<file path="src/rtl/hdmi_island_scheduler_if.sv">
// Signal bundle between the blanking timing/packet sources and the data-island scheduler.
// master = timing generator and packet requesters, slave = scheduler.
interface hdmi_island_scheduler_if #(
   parameter int NUM_SOURCES = 4
);
   logic [11:0]            blank_remaining;
   logic [NUM_SOURCES-1:0] req;
   logic [NUM_SOURCES-1:0] grant;
   logic                   pkt_start;
   logic [4:0]             pkt_index;
   logic [1:0]             mode;
   logic                   island_active;

   modport master (
      output blank_remaining, req,
      input  grant, pkt_start, pkt_index, mode, island_active
   );

   modport slave (
      input  blank_remaining, req,
      output grant, pkt_start, pkt_index, mode, island_active
   );
endinterface

</file>
<file path="src/rtl/hdmi_island_scheduler.sv">
// HDMI data-island sequencer with round-robin packet-slot arbitration (clk_pixel domain).
// Optional HDMI_ISLAND_PRIO0_EN: source 0 wins every slot it requests; the others share round-robin.
module hdmi_island_scheduler #(
   parameter int NUM_SOURCES  = 4,
   parameter int MAX_PACKETS  = 18,
   parameter int VIDEO_LEADIN = 10,
   parameter int MIN_CTRL     = 4
) (
   input logic                    clk_pixel,
   input logic                    reset,
   hdmi_island_scheduler_if.slave bus
);
   localparam int PTR_W = (NUM_SOURCES > 1) ? $clog2(NUM_SOURCES) : 1;
   localparam int GAP_W = $clog2(MIN_CTRL + 1);
   localparam logic [11:0]      START_MIN = 12'(44 + VIDEO_LEADIN);
   localparam logic [11:0]      CONT_MIN  = 12'(34 + VIDEO_LEADIN);
   localparam logic [GAP_W-1:0] GAP_DONE  = GAP_W'(MIN_CTRL);
   localparam logic [4:0]       PKT_LIMIT = 5'(MAX_PACKETS);

   typedef enum logic [2:0] {
      S_IDLE,
      S_PREAMBLE,
      S_LEAD_GUARD,
      S_PACKET,
      S_TRAIL_GUARD
   } state_t;

   state_t                 state, state_next;
   logic [2:0]             phase, phase_next;
   logic [PTR_W-1:0]       rr_ptr, rr_ptr_next;
   logic [4:0]             sent, sent_next;
   logic [GAP_W-1:0]       gap, gap_next;
   logic [NUM_SOURCES-1:0] grant_q, grant_next;
   logic                   pkt_start_q, pkt_start_next;
   logic [4:0]             pkt_index_q, pkt_index_next;
   logic [1:0]             mode_q, mode_next;
   logic                   active_q;
   logic                   pick_valid;
   logic [PTR_W-1:0]       pick_idx;
   logic [PTR_W-1:0]       cand;
   logic                   ptr_take;
   logic                   take_grant;

`ifdef HDMI_ISLAND_PRIO0_EN
   // Source 0 bypasses the rotation and never moves the pointer, so the others keep their turn order.
   always_comb begin
      pick_valid = 1'b0;
      pick_idx   = '0;
      cand       = '0;
      if (bus.req[0]) begin
         pick_valid = 1'b1;
      end else begin
         for (int i = 0; i < NUM_SOURCES - 1; i++) begin
            cand = PTR_W'(1 + (int'(rr_ptr) + i) % (NUM_SOURCES - 1));
            if (!pick_valid && bus.req[cand]) begin
               pick_valid = 1'b1;
               pick_idx   = cand;
            end
         end
      end
      ptr_take = (pick_idx != '0);
   end
`else
   always_comb begin
      pick_valid = 1'b0;
      pick_idx   = '0;
      cand       = '0;
      for (int i = 0; i < NUM_SOURCES; i++) begin
         cand = PTR_W'((int'(rr_ptr) + 1 + i) % NUM_SOURCES);
         if (!pick_valid && bus.req[cand]) begin
            pick_valid = 1'b1;
            pick_idx   = cand;
         end
      end
      ptr_take = 1'b1;
   end
`endif

   always_comb begin
      state_next     = state;
      phase_next     = phase + 3'd1;
      rr_ptr_next    = rr_ptr;
      sent_next      = sent;
      gap_next       = gap;
      grant_next     = '0;
      pkt_start_next = 1'b0;
      pkt_index_next = '0;
      take_grant     = 1'b0;
      case (state)
         S_IDLE: begin
            phase_next = '0;
            sent_next  = '0;
            if (gap < GAP_DONE) gap_next = gap + GAP_W'(1);
            if (|bus.req && gap >= GAP_DONE && bus.blank_remaining >= START_MIN)
               state_next = S_PREAMBLE;
         end
         S_PREAMBLE: begin
            if (phase == 3'd7) begin
               state_next = S_LEAD_GUARD;
               phase_next = '0;
            end
         end
         S_LEAD_GUARD: begin
            if (phase == 3'd1) begin
               phase_next = '0;
               if (pick_valid) take_grant = 1'b1;
               else            state_next = S_TRAIL_GUARD;
            end
         end
         S_PACKET: begin
            grant_next     = grant_q;
            pkt_index_next = pkt_index_q + 5'd1;
            if (pkt_index_q == 5'd31) begin
               phase_next = '0;
               if (pick_valid && sent < PKT_LIMIT && bus.blank_remaining >= CONT_MIN) begin
                  take_grant = 1'b1;
               end else begin
                  state_next     = S_TRAIL_GUARD;
                  grant_next     = '0;
                  pkt_index_next = '0;
               end
            end
         end
         S_TRAIL_GUARD: begin
            if (phase == 3'd1) begin
               state_next = S_IDLE;
               phase_next = '0;
               gap_next   = '0;
            end
         end
         default: state_next = S_IDLE;
      endcase
      if (take_grant) begin
         state_next     = S_PACKET;
         grant_next     = NUM_SOURCES'(1) << pick_idx;
         pkt_start_next = 1'b1;
         pkt_index_next = '0;
         sent_next      = sent + 5'd1;
         if (ptr_take) rr_ptr_next = pick_idx;
      end
   end

   // Mode is derived from the next state so it flips on the same edge as grant and pkt_index.
   always_comb begin
      mode_next = 2'b00;
      case (state_next)
         S_PREAMBLE:                  mode_next = 2'b01;
         S_LEAD_GUARD, S_TRAIL_GUARD: mode_next = 2'b10;
         S_PACKET:                    mode_next = 2'b11;
         default:                     mode_next = 2'b00;
      endcase
   end

   always_ff @(posedge clk_pixel or posedge reset) begin
      if (reset) begin
         state       <= S_IDLE;
         phase       <= '0;
         rr_ptr      <= PTR_W'(NUM_SOURCES - 1);
         sent        <= '0;
         gap         <= GAP_DONE;
         grant_q     <= '0;
         pkt_start_q <= 1'b0;
         pkt_index_q <= '0;
         mode_q      <= 2'b00;
         active_q    <= 1'b0;
      end else begin
         state       <= state_next;
         phase       <= phase_next;
         rr_ptr      <= rr_ptr_next;
         sent        <= sent_next;
         gap         <= gap_next;
         grant_q     <= grant_next;
         pkt_start_q <= pkt_start_next;
         pkt_index_q <= pkt_index_next;
         mode_q      <= mode_next;
         active_q    <= (mode_next != 2'b00);
      end
   end

   assign bus.grant         = grant_q;
   assign bus.pkt_start     = pkt_start_q;
   assign bus.pkt_index     = pkt_index_q;
   assign bus.mode          = mode_q;
   assign bus.island_active = active_q;
endmodule
</file>
<file path="src/flat_wrapper.sv">
// flat-port wrapper written by rule: the top's interface ports become plain ports
module hdmi_island_scheduler_flat 
#(
   parameter int NUM_SOURCES  = 4,
   parameter int MAX_PACKETS  = 18,
   parameter int VIDEO_LEADIN = 10,
   parameter int MIN_CTRL     = 4
)
  (clk_pixel, reset, bus_blank_remaining, bus_req, bus_grant, bus_pkt_start, bus_pkt_index, bus_mode, bus_island_active);
  hdmi_island_scheduler_if #(.NUM_SOURCES(NUM_SOURCES)) bus_i ();
  input logic clk_pixel;
  input logic reset;
  input wire logic [$bits(bus_i.blank_remaining)-1:0] bus_blank_remaining;
  input wire logic [$bits(bus_i.req)-1:0] bus_req;
  output wire logic [$bits(bus_i.grant)-1:0] bus_grant;
  output wire logic [$bits(bus_i.pkt_start)-1:0] bus_pkt_start;
  output wire logic [$bits(bus_i.pkt_index)-1:0] bus_pkt_index;
  output wire logic [$bits(bus_i.mode)-1:0] bus_mode;
  output wire logic [$bits(bus_i.island_active)-1:0] bus_island_active;
  assign bus_i.blank_remaining = bus_blank_remaining;
  assign bus_i.req = bus_req;
  assign bus_grant = bus_i.grant;
  assign bus_pkt_start = bus_i.pkt_start;
  assign bus_pkt_index = bus_i.pkt_index;
  assign bus_mode = bus_i.mode;
  assign bus_island_active = bus_i.island_active;
  hdmi_island_scheduler #(.NUM_SOURCES(NUM_SOURCES), .MAX_PACKETS(MAX_PACKETS), .VIDEO_LEADIN(VIDEO_LEADIN), .MIN_CTRL(MIN_CTRL)) u_core (.clk_pixel(clk_pixel), .reset(reset), .bus(bus_i));
endmodule
</file>
<file path="config.mk">
export PLATFORM = sky130hd
export DESIGN_NAME = hdmi_island_scheduler_flat
export DESIGN_NICKNAME = d
export VERILOG_FILES = /design/src/rtl/hdmi_island_scheduler_if.sv /design/src/rtl/hdmi_island_scheduler.sv /design/src/flat_wrapper.sv
export SDC_FILE = /design/constraint.sdc
export NUM_CORES = 1
export LEC_CHECK = 0
export ABC_CLOCK_PERIOD_IN_PS = 5390
export BUFFER_PORTS_ARGS = -buffer_cell sky130_fd_sc_hd__buf_2
export CAP_MARGIN = 30
export CORE_ASPECT_RATIO = 0.5
export CORE_MARGIN = 3
export CORE_UTILIZATION = 35
export CTS_BUF_LIST = sky130_fd_sc_hd__clkbuf_8
export CTS_CLUSTER_DIAMETER = 150
export DETAILED_ROUTE_END_ITERATION = 10
export REMOVE_ABC_BUFFERS = 1
export SLEW_MARGIN = 20
export SYNTH_ARGS = -nofsm -noshare
export SYNTH_HDL_FRONTEND = slang
export SYNTH_SLANG_ARGS = --single-unit
</file>
<file path="constraint.sdc">
create_clock -name clk_pixel -period 5.39 [get_ports clk_pixel]
set_clock_uncertainty 0.1 [all_clocks]
set_input_delay 0.2695 -clock clk_pixel [delete_from_list [all_inputs] [get_ports clk_pixel]]
set_output_delay 0.2695 -clock clk_pixel [all_outputs]
set_load 0.1 [all_outputs]
</file>
# ---- Word-level counts from Yosys, hierarchy flattened
# Index checks and enable logic that the tools add are counted.
dict set report classes {
  shift 1
  magnitude_cmp 9
  n_reduce_logical 19
  addsub 8
  eq_ne 15
  n_mux 49
}
# op n
set op_table {}
lappend op_table {{3-bit 2-to-1 mux} 13}
lappend op_table {{5-bit 2-to-1 mux} 6}
lappend op_table {{12-bit by 6-bit >= comparator with 1-bit output (second input constant)} 2}
lappend op_table {{4-bit 2-to-1 mux} 4}
lappend op_table {{3-bit case mux with 5 select lines} 1}
lappend op_table {{1-bit 2-to-1 mux} 13}
lappend op_table {{3-bit by 2-bit equality test with 1-bit output (second input constant)} 4}
lappend op_table {{2-bit by 3-bit less-than comparator with 1-bit output (second input constant)} 4}
lappend op_table {{3-bit case mux with 4 select lines} 1}
lappend op_table {{5-bit by 1-bit adder with 5-bit output (second input constant)} 2}
lappend op_table {{3-bit by 1-bit equality test with 1-bit output (second input constant)} 3}
lappend op_table {{3-bit equality test (second input constant)} 3}
lappend op_table {{1-bit binary-select mux with 2-bit select} 4}
lappend op_table {{2-bit 2-to-1 mux} 4}
lappend op_table {{1-bit logical AND} 7}
lappend op_table {{3-bit by 1-bit adder with 3-bit output (second input constant)} 2}
lappend op_table {{2-bit case mux with 3 select lines} 1}
lappend op_table {{3-bit case mux with 2 select lines} 1}
lappend op_table {{2-bit nonzero test} 3}
lappend op_table {{5-bit equality test (second input constant)} 1}
lappend op_table {{5-bit less-than comparator (second input constant)} 1}
lappend op_table {{2-bit by 1-bit adder with 2-bit output (second input constant)} 2}
lappend op_table {{2-bit adder (second input constant)} 2}
lappend op_table {{2-bit by 1-bit != test with 1-bit output (second input constant)} 2}
lappend op_table {{12 further kinds} 15}
dict set report totals {
  output_inout_bits 13
  inputBits 18
  reg_bits 29
  word_cells 111
}

# ---- Depth between registers and ports, before layout
# Gate-level depths: netlist of the first run.
dict set report logic_depth {
  depth_word 23
  depth_mapped 10
  depth_no_buf 9
}

# ---- Worst setup path after synthesis of the first run
# Ideal clock, no wire load.
dict set report synth_path {
  kind {register to register}
  from {reg u_core.pkt_index_q[0], in the netlist u_core.bus.pkt_index[0]}
  to {reg u_core.sent[4]}
  slack_ps 2619
  n_path_buf 1
  path_stages_with_launch 10
  t_arrival_ps 2591
  synth_period_minus_slack_ps 2771
  cell_sequence {dfrtp_1 > ha_1 > and3_1 > ha_1 > nand4b_1 > nor3b_2 > a21oi_1 > buf_6 > or3_1 > o211ai_2}
}
dict set report synth_via {
  elab_chain_cells 4
}
# element line_no
set synth_lines {}
lappend synth_lines {{start: declaration} hdmi_island_scheduler.sv:35} ;# logic [4:0] pkt_index_q, pkt_index_next;
lappend synth_lines {{start signal: assignment} hdmi_island_scheduler.sv:174} ;# pkt_index_q <= pkt_index_next;
lappend synth_lines {{5-bit equality test (*)} hdmi_island_scheduler.sv:113} ;# if (pkt_index_q == 5'd31) begin
lappend synth_lines {{1-bit 2-to-1 mux (*)} hdmi_island_scheduler.sv:113}
lappend synth_lines {{1-bit case mux with 2 select lines (*)} hdmi_island_scheduler.sv:89} ;# case (state)
lappend synth_lines {{5-bit 2-to-1 mux or 2-bit nonzero test (tied branches)} --}
lappend synth_lines {{end signal: assignment} hdmi_island_scheduler.sv:170} ;# sent <= sent_next;
lappend synth_lines {{end: declaration} hdmi_island_scheduler.sv:31} ;# logic [4:0] sent, sent_next;
# Every way passes the cells marked *; elsewhere a longest branch is shown, timed or not.
# A chain may end at the register's enable or synchronous reset.

# ---- Worst setup path in the final report of the first run
# Same ends and word-level chain as after synthesis.

==> reports/qor.yml, run 1 <==
critical_path:
  timing.rr.end: "u_core.sent[4]$_DFFE_PP0P_"
  worstSetupPathType: "reg -> reg"
  startpoint_type: "register"
  reg2reg_from: "u_core.bus.pkt_index[0]$_DFF_PP0_"
  rrSetupSlack_ns: 2.70
  cp_data_arrival_time_ns: 2.74
  worstPathRequired_ns: 5.45
  crit_path_end_kind: "register"
  worstPathMaxFanout: 11
  rr_worst_depth: 9
pwr:
  p_sw_frac: 0.421
  clock_power_share: 0.240
  power_switching_w: 0.000342
  vdd_ir_drop_max_mv: 0.201
  sequentialPowerShare: 0.385
  cellPowerDensity_mw_per_mm2: 439
  comb_power_share: 0.375
  p_int_w: 0.000472
  p_leak_nw: 0.904
min_path:
  hold_path.startpoint: "bus_req[3]"
  hold_path_depth: 3
  hp-class: "in -> reg"
  min_to: "u_core.bus.grant[1]$_DFFE_PP0P_"
timing:
  fmax_mhz: 372
  slew_headroom: 0.412
  tightest_slew_ns: 0.882
  hold_slack_ns: 0.296
  period_needed_ns: 2.69
  rsz0062_at_grt: "no"
  finalSetupTns_ns: 0
  final.period_utilization: 0.498
  setup_violations: 0
  drv_slew: 0
  hold_violations: 0
logic_synthesis:
  ys_warn_count: 0
  synth_cell_types: 43
  synth-seq-cells: 29
  synth-main-ff-cell: "dfrtp_1"
  syn_avg_cell_area_um2: 9.67
  synth-simple-area-share: 0.215
  syn_inst: 158
  yosysSeqAreaShare: 0.477
  synth_top_area_frac: 0.426
  synth-xor-area-share: 0.0115
  synth_mux_area_frac: 0.0131
  netlist_area_mm2: 0.00153
  synth-async-reset-ratio: 1.00
  synth_compound_area_frac: 0.181
  synth_edf_count: 0
  synth_area_leaders: "dfrtp_1 43%, ha_1 5.7%, dfstp_2 5.2%"
  synth_top_area_cell: "dfrtp_1"
  synth-adder-area-share: 0.0639
  synth_top_family_by_area: "simple AND/OR/NAND/NOR gates"
flow_run:
  max_cap_violations: 0
detailed_routing:
  ant_nets: 0
  drt_pass1_iterations: 4
  drcViolationCount: 0
  via_per_inst: 5.09
  vias: 1256
  wirelength_um: 3010
  wl_per_cell_um: 12.2
  drt_iter0_markers: 38
cts:
  root_buffer: "clkbuf_8"
  path_clk_slew_ns: 0.06
  clockBufferDepth: 2
  cts_made_buffers: 5
  cts_setup_buffers: 0
  cts.sinks: 29
  clk-insertion-delay-late_ns: 0.28
  cts_tree: "yes"
  h-tree-depth: 2
die:
  dieArea_mm2: 0.00524
  io_pins: 31
  start_util: 0.378
  die_h_um: 52.7
  chipWidth_um: 99.4
  num_rows: 16
  core_area_mm2: 0.00404
finish:
  antenna_cells: 0
  fin_nets: 217
  area_growth_pct: 21.5
  final-instance-count-excl-fill: 247
  mostFrequentLayoutCell: "buf_2"
  layout_common_cells: "29 x buf_2, 26 x dfrtp_1, 15 x nor2_1"
  fillerInstances: 398
  drive_gt1_frac: 0.254
global_routing:
  overflow: 0
  antenna_found_initial: 0
  grt.total_usage: 0.124
  grt_max_degree: 19
  grt_pass1_vias: 1142
  grt_pass1_wl_um: 5080
place:
  dpl.hpwl_um: 2320
  gp_congestion: 0.788
  dp.cells: 238
  io_buffers: 29
run_status:
  status: "complete, no violations"
==> kinds of logic after synthesis <==
| family | count (synthesis) |
|---|---|
| AND/OR/NAND/NOR | 61 |
| AO/OA/AOI/OAI | 43 |
| flip-flops | 29 |
| buffers and inverters | 13 |
| adder cells (fa/ha/maj) | 8 |
| XOR/XNOR | 2 |
| multiplexers | 2 |
==> metrics by stage <==
step / utilization / setup slack, ns / total power [W] / instance area, um^2
6_report: 0.459 / 2.70 / 0.000814 / 1860
5_1_grt: 0.459 / 2.44 / 0.000871 / 1860
4_1_cts: 0.459 / 2.66 / 0.000823 / 1860
3_5_place_dp: 0.431 / 2.67 / 0.000624 / 1740
3_3_place_gp: 0.425 / 2.67 / 0.000617 / 1720
2_1_floorplan: - / 2.59 / 0.000555 / 1500
==> cell usage after synthesis, drive strengths merged (3+ instances only) <==
master	n
ha	7
o211ai	5
or3	3
dfstp	3
a21oi	9
o22ai	3
nor4	3
o21ai	15
a31oi	3
nand2b	5
nor2	15
nand2	14
nand3	7
dfrtp	26
nor2b	3
inv	9
==> how the worst max path moves through the flow <==
| stage | startpoint | to | slack (ns) | cells past startpoint |
|---|---|---|---|---|
| 2_1_floorplan | u_core.bus.pkt_index[0]$_DFF_PP0_ | u_core.sent[4]$_DFFE_PP0P_ | 2.59 | 9 |
| 3_3_place_gp | u_core.bus.pkt_index[0]$_DFF_PP0_ | u_core.bus.grant[3]$_DFFE_PP0P_ | 2.67 | 9 |
| 5_1_grt | u_core.bus.pkt_index[0]$_DFF_PP0_ | u_core.rr_ptr[0]$_DFFE_PP1P_ | 2.44 | 9 |
| 6_report | u_core.bus.pkt_index[0]$_DFF_PP0_ | u_core.sent[4]$_DFFE_PP0P_ | 2.70 | 9 |
| 4_1_cts | u_core.bus.pkt_index[0]$_DFF_PP0_ | u_core.sent[4]$_DFFE_PP0P_ | 2.66 | 9 |
| 3_5_place_dp | u_core.bus.pkt_index[0]$_DFF_PP0_ | u_core.sent[2]$_DFFE_PP0P_ | 2.67 | 9 |
==> worst max-delay path, stage by stage (launching register included) <==
cell	delay [ns]
dfrtp_1	0.40
ha_1	0.23
and3_1	0.18
ha_1	0.25
nand4b_1	0.20
nor3b_2	0.07
a21oi_1	0.72
inv_2	0.19
nand3_1	0.15
o211ai_2	0.07
==> metal layers <==
layer / vias up / track usage / part of all wire
li1: 632 / - / -
met1: 588 / 0.166 / 0.50
met2: 33 / 0.194 / 0.43
met3: 3 / 0.0332 / 0.055
met4: 0 / 0.0408 / 0.0080
met5: - / 0 / 0
==> registers in the layout, indices dropped and copies added, names as in the netlist <==
register                  flops
u_core.gap                    3
u_core.state                  3
u_core.phase                  3
u_core.bus.grant              4
u_core.bus.island_active      1
u_core.bus.pkt_start          1
u_core.bus.pkt_index          5
u_core.sent                   5
u_core.rr_ptr                 2
u_core.bus.mode               2
==> power by group through the flow <==
stage	logic, W	registers, W	clock network (W)
6_report	0.000305	0.000313	0.000195
3_3_place_gp	0.000301	0.000316	0
2_1_floorplan	0.000139	0.000416	0
3_5_place_dp	0.000308	0.000317	0
4_1_cts	0.000309	0.000313	0.000201
5_1_grt	0.000338	0.000322	0.000211
==> cell type report <==
cell class / instances / area [um^2] / share of cell area
clock buffer: 7 / 96.3 / 0.0519
clock inverter: 1 / 5.00 / 0.00270
inverter: 9 / 33.8 / 0.0182
multi-input combinational: 116 / 741 / 0.399
sequential: 29 / 729 / 0.393
tap: 54 / 67.6 / 0.0364
timing repair buffer: 31 / 183 / 0.0984
==> repair_timing <==
item	in CTS	in global routing
resized for setup	0	0
hold buffers	1	0
endpoints found under the hold margin	10	0
Note: power is estimated with default switching activity, not from simulation.
==> inputs of run 2 (changes only) <==
- ABC_AREA: default -> 1
- ABC_CLOCK_PERIOD_IN_PS: 5390 -> 2550
- clock period: 5.39 -> 2.55 ns (I/O delays scaled with it)
==> run 2 against run 1 <==
  * Power grew to 2.6 times the previous value
  * Via count is 20% higher
  * Combinational power grew to 3.5 times the previous value
  * First-iteration DRC count is 13% lower
  * Sequential cell count stayed put
  * Maximum frequency is 25% higher
  * Critical endpoint is now u_core.sent[0]$_DFFE_PP0P_
  * Highest routed layer unchanged
==> reports/qor.yml, run 2 <==
logic_synthesis:
  synth-xor-area-share: 0.0201  # +0.00868
  synth-seq-cells: 29  # unchanged
  ys_top_cells_by_count: "60 x nand2_1, 27 x inv_1, 26 x dfrtp_1"
  synth_mux_area_frac: 0  # -0.0131
  syn_avg_cell_area_um2: 7.66  # -21%
  synth-adder-area-share: 0.0504  # -0.0135
  synth-main-ff-cell: "dfrtp_1"
  synth-simple-area-share: 0.347  # +0.131
  synth_cell_types: 30  # -30%
  synth_top_area_cell: "dfrtp_1"
  synth_top_area_frac: 0.374  # -0.0518
  synth-async-reset-ratio: 1.00  # unchanged
  ys_warn_count: 0  # unchanged
  netlist_area_mm2: 0.00174  # +14%
  synth_edf_count: 0  # unchanged
  synth_compound_area_frac: 0.0813  # -0.0997
  yosysSeqAreaShare: 0.419  # -0.0581
  synth_top_family_by_area: "simple AND/OR/NAND/NOR gates"
  synth_area_leaders: "dfrtp_1 37%, nand2_1 13%, inv_1 5.8%"
  syn_inst: 227  # +44%
  synth.most_common_cell: "nand2_1"
place:
  io_buffers: 29  # unchanged
  dpl.hpwl_um: 2680  # +15%
  dp_slack_ns: 0.414  # -2.26 ns
  dpl-instance-area_mm2: 0.00195  # +12%
  gp_congestion: 0.833  # +5.7%
timing:
  period_needed_ns: 2.15  # -0.538 ns
  hold_slack_ns: 0.277  # -0.0187 ns
  final.period_utilization: 0.842  # +0.344
  setup_ws_ns: 0.402  # -2.30 ns
  drv_slew: 0  # unchanged
  setup_violations: 0  # unchanged
  slew_headroom: 0.677  # +0.265
  rsz0062_at_grt: "no"
  tightest_slew_ns: 0.489  # -0.394 ns
  fmax_mhz: 466  # +25%
  hold_violations: 0  # unchanged
critical_path:
  crit_path_end_kind: "register"
  cp_cell_sequence: "ha_1 > and3_1 > ha_1 > inv_1 > nor2_1 > nand4_1 > nand2_1 > inv_2 > nand2_1 > a21oi_1"
  worstPathMaxFanout: 11  # unchanged
  rrSetupSlack_ns: 0.40  # -2.30 ns
  cp_slowest_stage_delay_ns: 0.37  # -0.35 ns
  rr_worst_depth: 10  # +1
  cp_data_arrival_time_ns: 2.20  # -0.54 ns
  worstSetupPathType: "reg -> reg"
  path_buf_inv: 2  # +1
  crit_family: "simple AND/OR/NAND/NOR gates"
  worstPathRequired_ns: 2.60  # -2.85 ns
  slowest_stage: "dfrtp_1"
  startpoint_type: "register"
  cp.depth: 10  # +1
detailed_routing:
  ant_nets: 0  # unchanged
  wirelength_um: 3430  # +14%
  drt_iter0_markers: 33  # -13%
  wl_per_cell_um: 10.4  # -15%
  drt_pass1_iterations: 5  # +1
  via_per_inst: 4.59  # -9.7%
  drcViolationCount: 0  # unchanged
  vias: 1510  # +20%
pwr:
  p_total_w: 0.00209  # +160%
  cellPowerDensity_mw_per_mm2: 1020  # +130%
  p_leak_nw: 1.10  # +22%
  vdd_ir_drop_max_mv: 0.322  # +60%
finish:
  fillerInstances: 476  # +20%
  mostFrequentLayoutCell: "nand2_1"
  antenna_cells: 0  # unchanged
  drive_gt1_frac: 0.240  # -0.0143
  area_growth_pct: 17.8
  layout_common_cells: "60 x nand2_1, 29 x buf_2, 28 x inv_1"
  fin_nets: 288  # +33%
  design_area_mm2: 0.00205  # +10%
min_path:
  hold_path_depth: 6  # +3
  hp-class: "in -> reg"
die:
  core_area_mm2: 0.00459  # +14%
  die_h_um: 55.8  # +5.9%
  start_util: 0.379  # +0.000756
  dieArea_mm2: 0.00590  # +13%
  io_pins: 31  # unchanged
  num_rows: 17  # +1
  chipWidth_um: 106  # +6.3%
cts:
  h-tree-depth: 2  # unchanged
  path_clk_slew_ns: 0.06  # about the same
  clk-insertion-delay-late_ns: 0.27  # about the same
  cts_tree: "yes"
  cts_hold_buf: 1  # unchanged
  root_buffer: "clkbuf_8"
  cts.sinks: 29  # unchanged
  clockBufferDepth: 2  # unchanged
  cts_made_buffers: 5  # unchanged
  cts_setup_buffers: 0  # unchanged
  postCtsResizedCells: 0  # unchanged
flow_run:
  max_cap_violations: 0  # unchanged
global_routing:
  grt.total_usage: 0.122  # -0.00184
  grt_pass1_wl_um: 5830  # +15%
  overflow: 0  # unchanged
  grt_max_degree: 30  # +11
  antenna_found_initial: 0  # unchanged
  grt_pass1_vias: 1390  # +22%
run_status:
  status: "complete, no violations"
==> run 2: final timing paths <==
path,endpoint,from
max,u_core.sent[0]$_DFFE_PP0P_,u_core.bus.pkt_index[0]$_DFF_PP0_
min,u_core.state[2]$_DFF_PP0_,bus_blank_remaining[5]
max reg2reg,u_core.sent[0]$_DFFE_PP0P_,u_core.bus.pkt_index[0]$_DFF_PP0_
min reg2reg,u_core.phase[0]$_DFF_PP0_,u_core.phase[0]$_DFF_PP0_
max in group asynchronous,u_core.rr_ptr[0]$_DFFE_PP1P_,reset
min in group asynchronous,u_core.bus.pkt_index[2]$_DFF_PP0_,reset
==> run 2: cell families (layout without fill, tap and decap cells) <==
logic type,count (synthesis),count (layout)
AND/OR/NAND/NOR,129,129
buffers and inverters,34,70
flip-flops,29,29
AO/OA/AOI/OAI,24,24
adder cells (fa/ha/maj),7,7
XOR/XNOR,4,4
==> run 2: metal layers <==
metal / share of wire / vias up / global-route usage
li1: - / 797 / -
met1: 0.48 / 679 / 0.145
met2: 0.47 / 27 / 0.209
met3: 0.036 / 7 / 0.0313
met4: 0.017 / 0 / 0.0535
met5: 0 / - / 0
==> run 2: power by group <==
part           switching, W  internal (W)
registers         0.0000864      0.000567
clock network      0.000160      0.000209
logic              0.000778      0.000289
==> run 2: worst register-to-register path, delay by kind of cell, from the launching register on <==
family | cells | cell delay (ns)
adder cells (fa/ha/maj) | 2 | 0.38
flip-flops | 1 | 0.37
AO/OA/AOI/OAI | 1 | 0.09
AND/OR/NAND/NOR | 5 | 0.91
buffers and inverters | 2 | 0.18
==> run 2: per-stage QoR <==
stage	setup TNS [ns]	cells	utilization
final	0	329	0.446
after global routing	0	329	0.446
after CTS	0	329	0.446
after detailed placement	0	321	0.425
after global placement	0	321	0.425
after floorplan	-0.0664	225	-
==> run 2: final cells by class <==
class                   count  area, um^2  area share
well taps                  66        82.6      0.0403
multi-input cells         164         867       0.423
clock buffers               6        82.6      0.0403
repair buffers             31         163      0.0794
flip-flops and latches     29         729       0.356
inverters                  32         120      0.0586
clock inverters             1        3.75     0.00183
==> inputs of run 3 (changes only) <==
- ABC_CLOCK_PERIOD_IN_PS: 2550 -> 1800
- clock period: 2.55 -> 1.8 ns (I/O delays scaled with it)
==> run 3 against run 2 <==
  * First-iteration DRC count up 12%
  * Global-route usage up 0.53 points
  * Largest cell class unchanged
  * Sequential power rose by 36%
  * Critical path depth stayed put
  * Count of clock-buffer cells in the layout up 1
  * Maximum frequency increased by 22%
  * Sequential share of layout area fell by 2.7 points
  * Critical path type unchanged
  * Clock power increased by 55%
  * Via count is 3.9% higher
==> reports/qor.yml, run 3 (synthesis gave the netlist of run 2 again) <==
global_routing:
  grt.total_usage: 0.127  # +0.00528
  grt_pass1_vias: 1443  # +3.8%
  grt_max_degree: 30  # unchanged
  overflow: 0  # unchanged
  antenna_found_initial: 0  # unchanged
  grt_pass1_wl_um: 6070  # +4.0%
critical_path:
  cp_data_arrival_time_ns: 1.85  # -0.35 ns
  rrSetupSlack_ns: 0.05  # -0.36 ns
  worstPathRequired_ns: 1.90  # -0.70 ns
  worstPathMaxFanout: 5  # -6
  startpoint_type: "register"
  crit_path_frequent_cell: "nand2_2"
  worstSetupPathType: "reg -> reg"
  timing.rr.end: "u_core.sent[2]$_DFFE_PP0P_"
  reg2reg_from: "u_core.bus.pkt_index[1]$_DFF_PP0_"
  rr_worst_depth: 10  # unchanged
  cp_cell_sequence: "ha_2 > and3_4 > ha_4 > inv_2 > nor2_2 > nand4_1 > nand2_2 > buf_6 > nand2_2 > o22ai_2"
  crit_path_end_kind: "register"
  slowest_stage: "dfrtp_1"
  cp_slowest_stage_delay_ns: 0.36  # about the same
cts:
  h-tree-depth: 2  # unchanged
  cts_made_buffers: 5  # unchanged
  clockBufferDepth: 2  # unchanged
  clk-insertion-delay-late_ns: 0.27  # about the same
  cts_tree: "yes"
  path_clk_slew_ns: 0.06  # about the same
  cts.sinks: 29  # unchanged
  root_buffer: "clkbuf_8"
min_path:
  hp-class: "in -> reg"
  min_to: "u_core.state[2]$_DFF_PP0_"
  hold_path_depth: 6  # unchanged
  hold_path.startpoint: "bus_blank_remaining[5]"
pwr:
  vdd_ir_drop_max_mv: 0.572  # +78%
  power_switching_w: 0.00151  # +48%
  clock_power_share: 0.180  # +0.003
  p_int_w: 0.00167  # +57%
  comb_power_share: 0.539  # +0.028
  cellPowerDensity_mw_per_mm2: 1430  # +41%
  sequentialPowerShare: 0.280  # -0.033
  p_leak_nw: 1.17  # +6.2%
  p_sw_frac: 0.475  # -0.0148
timing:
  rsz0062_at_grt: "yes"
  tightest_slew_ns: 0.488  # -0.000836 ns
  fmax_mhz: 570  # +22%
  hold_slack_ns: 0.254  # -0.0237 ns
  final.period_utilization: 0.975  # +0.133
  hold_violations: 0  # unchanged
  drv_slew: 0  # unchanged
  finalSetupTns_ns: 0  # unchanged
  slew_headroom: 0.677  # about the same
  period_needed_ns: 1.75  # -0.393 ns
  setup_violations: 0  # unchanged
place:
  gp_congestion: 0.835  # +0.26%
  dpl.hpwl_um: 2710  # +1.1%
  io_buffers: 29  # unchanged
  dp.cells: 330  # +2.8%
finish:
  multi_input_area_um2: 926  # +6.8%
  area_growth_pct: 27.4
  fillerInstances: 462  # -2.9%
  final-instance-count-excl-fill: 342  # +4.0%
  fin_nets: 300  # +4.2%
  final-seq-area_um2: 729  # unchanged
  layout_common_cells: "57 x nand2_1, 30 x buf_2, 26 x inv_1, 26 x dfrtp_1, 23 x nor2_1"
  drive_gt1_frac: 0.319  # +0.0793
  antenna_cells: 0  # unchanged
  mostFrequentLayoutCell: "nand2_1"
die:
  dieArea_mm2: 0.00590  # unchanged
  io_pins: 31  # unchanged
  num_rows: 17  # unchanged
  start_util: 0.379  # unchanged
  core_area_mm2: 0.00459  # unchanged
  die_h_um: 55.8  # unchanged
  chipWidth_um: 106  # unchanged
detailed_routing:
  via_per_inst: 4.59  # about the same
  vias: 1569  # +3.9%
  wirelength_um: 3590  # +4.8%
  ant_nets: 0  # unchanged
  drt_iter0_markers: 37  # +12%
  wl_per_cell_um: 10.5  # +0.80%
  drcViolationCount: 0  # unchanged
  drt_pass1_iterations: 4  # -1
flow_run:
  max_cap_violations: 0  # unchanged
run_status:
  status: "complete, no violations"
## run 3: per-layer routing
metal / vias up / GRT usage / routed length (um)
met3: 4 / 0.0278 / 92
met2: 19 / 0.216 / 1770
met4: 0 / 0.0554 / 38
met1: 722 / 0.157 / 1690
li1: 824 / - / -
met5: - / 0 / 0
## run 3: cell type report
class | count | area share
tap | 66 | 0.0373
inverter | 32 | 0.0553
timing repair buffer | 43 | 0.115
multi-input combinational | 164 | 0.418
sequential | 29 | 0.329
clock inverter | 1 | 0.00226
clock buffer | 7 | 0.0435
## run 3: power groups by stage
stage / Clock (W) / Combinational, W / Sequential [W]
after CTS: 0.000590 / 0.00167 / 0.000892
after global placement: 0 / 0.00162 / 0.000898
after floorplan: 0 / 0.000931 / 0.00124
after global routing: 0.000623 / 0.00189 / 0.000910
after detailed placement: 0 / 0.00162 / 0.000900
final: 0.000573 / 0.00171 / 0.000891
## run 3: worst max-delay path: cells and delay by family (launching register included)
kind / cells / cell delay (ns)
AO/OA/AOI/OAI: 1 / 0.14
flip-flops: 1 / 0.36
AND/OR/NAND/NOR: 5 / 0.59
adder cells (fa/ha/maj): 2 / 0.32
buffers and inverters: 2 / 0.17
## run 3: what timing repair did
action | in CTS | in global routing
endpoints found under the setup margin | 6 | 13
endpoints found under the hold margin | 26 | 0
resized for setup | 7 | 10
setup buffers | 1 | 1
pin swaps | 1 | 6
hold buffers | 1 | 0
cloned | 1 | 0
## run 3: how the worst max path moves through the flow
stage,startpoint,to,slack [ns],cells after the start
3_3_place_gp,u_core.bus.pkt_index[0]$_DFF_PP0_,u_core.bus.grant[2]$_DFFE_PP0P_,0.01,10
6_report,u_core.bus.pkt_index[1]$_DFF_PP0_,u_core.sent[2]$_DFFE_PP0P_,0.05,10
4_1_cts,u_core.bus.pkt_index[0]$_DFF_PP0_,u_core.bus.grant[3]$_DFFE_PP0P_,0.006,10
5_1_grt,u_core.bus.pkt_index[0]$_DFF_PP0_,u_core.sent[2]$_DFFE_PP0P_,-0.07,10
3_5_place_dp,u_core.bus.pkt_index[0]$_DFF_PP0_,u_core.bus.grant[3]$_DFFE_PP0P_,-0.04,10
2_1_floorplan,u_core.bus.pkt_index[0]$_DFF_PP0_,u_core.sent[3]$_DFFE_PP0P_,-0.77,10
## run 3: per-stage QoR
stage	util	power (W)	area (um^2)	worst slack, ns
6_report	0.482	0.00318	2220	0.0451
5_1_grt	0.482	0.00343	2220	-0.0651
4_1_cts	0.472	0.00315	2170	0.00579
3_5_place_dp	0.440	0.00252	2020	-0.0358
3_3_place_gp	0.440	0.00251	2020	0.00997
2_1_floorplan	-	0.00217	1720	-0.771
